File: config.mk
export PLATFORM = sky130hd
export DESIGN_NAME = tangcart_slot_io_bridge
export DESIGN_NICKNAME = d
export VERILOG_FILES = /design/src/rtl/tangcart_slot_io_bridge.sv
export SDC_FILE = /design/constraint.sdc
export NUM_CORES = 1
export LEC_CHECK = 0
export ABC_AREA = 1
export CAP_MARGIN = 25
export CELL_PAD_IN_SITES_DETAIL_PLACEMENT = 1
export CELL_PAD_IN_SITES_GLOBAL_PLACEMENT = 1
export CORE_AREA = 4 4 95 97
export CTS_BUF_LIST = sky130_fd_sc_hd__clkbuf_16
export CTS_CLUSTER_DIAMETER = 80
export DETAILED_ROUTE_END_ITERATION = 10
export DIE_AREA = 0 0 99 101
export PLACE_DENSITY = 0.84
export SLEW_MARGIN = 0
export SYNTH_ARGS = -nofsm -noshare
export SYNTH_HDL_FRONTEND = slang
export SYNTH_SLANG_ARGS = --single-unit
File: constraint.sdc
create_clock -name clk -period 2.4 [get_ports clk]
set_input_delay 0.48 -clock clk [delete_from_list [all_inputs] [get_ports clk]]
set_output_delay 0.48 -clock clk [all_outputs]
set_load 0.01 [all_outputs]
File: src/rtl/tangcart_slot_io_bridge.sv
// Bridges asynchronous Z80 I/O cycles on the cartridge slot to a simple
// valid/ready request bus, stretching the Z80 with WAIT until the bus answers.
module tangcart_slot_io_bridge #(
    parameter logic [7:0] IO_BASE        = 8'h88,
    parameter int         PORT_COUNT     = 4,
    parameter int         SYNC_STAGES    = 2,
    parameter int         TIMEOUT_CYCLES = 1023,
    localparam int        ADDR_BITS      = $clog2(PORT_COUNT),
    localparam int        AW             = (ADDR_BITS < 1) ? 1 : ADDR_BITS
) (
    input  logic          clk,
    input  logic          reset_n,
    input  logic [7:0]    slot_a,
    input  logic          slot_iorq_n,
    input  logic          slot_rd_n,
    input  logic          slot_wr_n,
    input  logic [7:0]    slot_d_in,
    output logic [7:0]    slot_d_out,
    output logic          slot_data_dir,
    output logic          slot_wait,
    output logic [AW-1:0] bus_address,
    output logic          bus_valid,
    output logic          bus_write,
    output logic [7:0]    bus_wdata,
    input  logic          bus_ready,
    input  logic [7:0]    bus_rdata,
    input  logic          bus_rdata_en,
    output logic [7:0]    timeout_count
);

    localparam logic [7:0]  PORT_MASK    = 8'(PORT_COUNT - 1);
    localparam logic [15:0] TIMEOUT_LAST = 16'(TIMEOUT_CYCLES - 1);

    typedef enum logic [2:0] {
        S_IDLE,
        S_REQ,
        S_RDATA,
        S_HOLD,
        S_SKIP
    } state_t;

    state_t state, state_next;

    logic [SYNC_STAGES-1:0] iorq_pipe, rd_pipe, wr_pipe;
    logic                   iorq_s, rd_s, wr_s;

    logic [15:0]   cycle_cnt, cnt_next;
    logic          valid_next, write_next, dir_next, wait_next;
    logic [AW-1:0] addr_next;
    logic [7:0]    wdata_next, dout_next, tcount_next;

    logic          window_hit;
    logic [AW-1:0] port_index;

    assign window_hit = (slot_a & ~PORT_MASK) == (IO_BASE & ~PORT_MASK);
    assign port_index = AW'(slot_a & PORT_MASK);

    assign iorq_s = iorq_pipe[SYNC_STAGES-1];
    assign rd_s   = rd_pipe[SYNC_STAGES-1];
    assign wr_s   = wr_pipe[SYNC_STAGES-1];

    // NOTE: sequential state uses non-blocking assignments so every flop samples pre-edge values.
    always_ff @(posedge clk or negedge reset_n) begin
        if (!reset_n) begin
            iorq_pipe <= '1;
            rd_pipe   <= '1;
            wr_pipe   <= '1;
        end else begin
            iorq_pipe <= {iorq_pipe[SYNC_STAGES-2:0], slot_iorq_n};
            rd_pipe   <= {rd_pipe[SYNC_STAGES-2:0], slot_rd_n};
            wr_pipe   <= {wr_pipe[SYNC_STAGES-2:0], slot_wr_n};
        end
    end

    always_ff @(posedge clk or negedge reset_n) begin
        if (!reset_n) begin
            state         <= S_IDLE;
            bus_valid     <= 1'b0;
            bus_write     <= 1'b0;
            bus_address   <= '0;
            bus_wdata     <= 8'h00;
            slot_d_out    <= 8'hFF;
            slot_data_dir <= 1'b0;
            slot_wait     <= 1'b0;
            timeout_count <= 8'h00;
            cycle_cnt     <= 16'h0000;
        end else begin
            state         <= state_next;
            bus_valid     <= valid_next;
            bus_write     <= write_next;
            bus_address   <= addr_next;
            bus_wdata     <= wdata_next;
            slot_d_out    <= dout_next;
            slot_data_dir <= dir_next;
            slot_wait     <= wait_next;
            timeout_count <= tcount_next;
            cycle_cnt     <= cnt_next;
        end
    end

    // NOTE: every output of this block is defaulted first so no path can infer a latch.
    always_comb begin
        state_next  = state;
        valid_next  = bus_valid;
        write_next  = bus_write;
        addr_next   = bus_address;
        wdata_next  = bus_wdata;
        dout_next   = slot_d_out;
        dir_next    = slot_data_dir;
        wait_next   = slot_wait;
        tcount_next = timeout_count;
        cnt_next    = cycle_cnt;

        if (rd_s) begin
            dir_next = 1'b0;
        end

        unique case (state)
            // IDLE is only re-entered with iorq_n high, so the first low level seen here is the falling edge.
            S_IDLE: begin
                if (!iorq_s) begin
                    if (!rd_s && !wr_s) begin
                        state_next = S_SKIP;
                    end else if (rd_s != wr_s) begin
                        if (window_hit) begin
                            state_next = S_REQ;
                            valid_next = 1'b1;
                            wait_next  = 1'b1;
                            write_next = !wr_s;
                            addr_next  = port_index;
                            wdata_next = slot_d_in;
                            dir_next   = !rd_s;
                            cnt_next   = 16'h0000;
                        end else begin
                            state_next = S_SKIP;
                        end
                    end
                end
            end

            S_REQ, S_RDATA: begin
                if (state == S_REQ && bus_ready) begin
                    valid_next = 1'b0;
                    cnt_next   = cycle_cnt + 16'd1;
                    if (bus_write) begin
                        state_next = S_HOLD;
                        wait_next  = 1'b0;
                    end else begin
                        state_next = S_RDATA;
                    end
                end else if (state == S_RDATA && bus_rdata_en) begin
                    dout_next  = bus_rdata;
                    wait_next  = 1'b0;
                    state_next = S_HOLD;
                end else if (cycle_cnt >= TIMEOUT_LAST) begin
                    // Abort: release the Z80 and return all-ones on reads.
                    valid_next = 1'b0;
                    wait_next  = 1'b0;
                    state_next = S_HOLD;
                    if (!bus_write) begin
                        dout_next = 8'hFF;
                    end
                    if (timeout_count != 8'hFF) begin
                        tcount_next = timeout_count + 8'd1;
                    end
                end else begin
                    cnt_next = cycle_cnt + 16'd1;
                end
            end

            S_HOLD, S_SKIP: begin
                if (iorq_s) begin
                    state_next = S_IDLE;
                end
            end

            default: state_next = S_IDLE;
        endcase
    end

endmodule

==> impl_metrics.ini <==
[run_status]
status = complete, no violations

[timing]
post-route-period-util_pct = 79.6
fmax_mhz = 523
layout_setup_ws_ns = 0.490
period_minus_slack_ns = 1.91
grt_setup_unrepaired = false
setup-violations-final = 0
whs_ns = 0.171
maxSlewViolCount = 0
hold_viol_final = 0
slew_headroom_pct = 61.7
fin_skew_ns = 0.00733
worst_pin_slew_ns = 0.575
setup_tns_ns = 0

[clock_network]
cts_buffers = 5
htreeDepth = 2
clkTransAtPathRegs_ns = 0.08
root_buffer = clkbuf_16
cts_tree = built
post_cts_buffers = 0
clk-insertion-delay-late_ns = 0.30
hold_buffers = 0
clock_path_buffers = 2
clock_sinks = 55
cts_resized = 0

[synth]
synth_cell_types = 33
ys.flop_type = dfrtp_1
async_reset_ff_share_pct = 100
yosysSeqAreaShare_pct = 46.2
ys_warn_count = 0
syn_nets = 413
syn-instance-count = 377
syn_area_um2 = 3020
synth_seq_cells = 55
synth_area_per_cell_um2 = 8.01
synth_edf_count = 0

[detailed_routing]
drc = 0
drt_first_pass_iters = 4
drt_wl_total_um = 7970
first_iter_violations = 99
viasPerCell = 4.88
antenna_left = 0
num_vias = 2671
wl_per_cell_um = 14.6

[power_and_ir_drop]
power.density_nw_per_um2 = 822
peakVddDrop_mv = 0.425
p_leak_nw = 1.79

[layout]
nFillCells = 991
stdcell_count = 547
drive_gt1_share_pct = 14.5
areaGrowthSynthToFinish_pct = 29.1
nets = 477
num_antenna_cells = 0

[grt]
grt_pass1_vias = 2963
grt-ovfl-total = 0
groute.usage.overall_pct = 17.1
grt_pass1_wl_um = 14000
grt_max_degree = 34
grt_antenna_before_repair = 0

[run]
drv_cap = 0

[place]
io_buffers = 60
dp_cells = 539
dpl.hpwl_um = 5920
dp_worst_setup_slack_ns = 0.322
gp_congestion = 0.768

[floorplan]
die_h_um = 101
coreArea_um2 = 8130
rows = 33
fp.dieW_um = 99
num_io_pins = 61
design.die.area_um2 = 10000
start_util_pct = 37.1

[setup_path]
endpoint_kind = register
worstSetupPathType = reg -> reg
critPathLaunchType = register
arrival_ns = 2.10
worstPathRequired_ns = 2.59
cp_max_fo = 23

[min_path]
hold_class = in -> async
report_power, final:
part	switching [mW]	internal, mW	total [mW]
Sequential	0.106	1.12	1.22
Clock	0.379	0.407	0.786
Combinational	0.733	0.459	1.19
routing by layer:
metal	GRT usage (%)	routed length (um)	share of wire [%]
met1	21.0	3370	42
met2	30.9	4210	53
met3	2.77	283	3.6
met4	4.52	110	1.4
met5	0	0	0
sequential cells by signal, indices dropped and copies added (netlist names):
signal	count
iorq_pipe	2
slot_d_out	8
bus_wdata	8
wr_pipe	2
slot_wait	1
bus_address	2
bus_valid	1
cycle_cnt	16
rd_pipe	2
state	3
slot_data_dir	1
bus_write	1
timeout_count	8
area by class of cell:
type	count	area (um^2)	area share, %
inverter	43	164	4.21
multi-input combinational	273	1420	36.4
clock inverter	3	31.3	0.803
tap	105	131	3.37
timing repair buffer	63	631	16.2
clock buffer	5	125	3.21
sequential	55	1390	35.8
metrics by stage:
stage | area (um^2) | utilization (%) | power [mW]
after floorplan | 3020 | - | 2.00
after global placement | 3740 | 46.0 | 2.39
after detailed placement | 3740 | 46.0 | 2.44
after CTS | 3900 | 47.9 | 3.25
after global routing | 3900 | 47.9 | 3.43
final | 3900 | 47.9 | 3.20
worst max-delay path, cell delays in order (launching register included):
cell,delay [ns]
dfstp_2,0.55
inv_1,0.05
ha_1,0.27
inv_1,0.05
nand2_1,0.06
nand2_1,0.05
nor2_1,0.18
nand2_4,0.09
inv_2,0.09
nand2_4,0.19
nand2_1,0.14
nand2_1,0.07
path summary, 6_finish.rpt:
| kind | start | to | slack, ns | depth (start not counted) |
|---|---|---|---|---|
| max in group asynchronous | reset_n | slot_d_out[2] | 1.58 | 2 |
| min in group clk | iorq_pipe[0] | iorq_pipe[1] | 0.36 | 0 |
| max reg2reg | wr_pipe[1] | cycle_cnt[1] | 0.49 | 11 |
| min | reset_n | cycle_cnt[6] | 0.17 | 1 |
| min reg2reg | iorq_pipe[0] | iorq_pipe[1] | 0.36 | 0 |
| max | wr_pipe[1] | cycle_cnt[1] | 0.49 | 11 |
cell families (layout without fill, tap and decap cells):
| kind of cell | count (synthesis) | in the layout | synth area share, % |
|---|---|---|---|
| DFF | 55 | 55 | 46.2 |
| adders and majority gates | 5 | 5 | 2.07 |
| buffers and inverters | 49 | 114 | 6.80 |
| and+or+nand+nor | 218 | 218 | 33.4 |
| AOI/OAI and AO/OA | 36 | 36 | 7.50 |
| xor gates and xnor gates | 14 | 14 | 4.06 |
cells in the mapped netlist (all sizes together), types with 4 or more instances:
cell   number  share of area, %
a21oi      11               2.2
buf         4               1.1
dfrtp      41                34
dfstp      14                12
ha          5               2.1
inv        43               5.4
nand2     121                17
nand3      31               6.1
nand4      10               2.3
nor2       50               7.3
nor3        4              0.66
o21ai      21               4.4
xnor2       6               1.7
xor2        8               2.3
layout by cell type (no fill, tap or decap), drive strengths merged:
cell type,n
clkbuf,5
a21oi,11
nand2,121
dfstp,14
or2,2
nor3,4
buf,4
nand4,10
dfrtp,41
xnor2,6
o21bai,3
clkdlybuf4s50,59
o22ai,1
inv,46
nand3,31
nor2,50
o21ai,21
xor2,8
ha,5
Note: power is estimated with default switching activity, not from simulation.
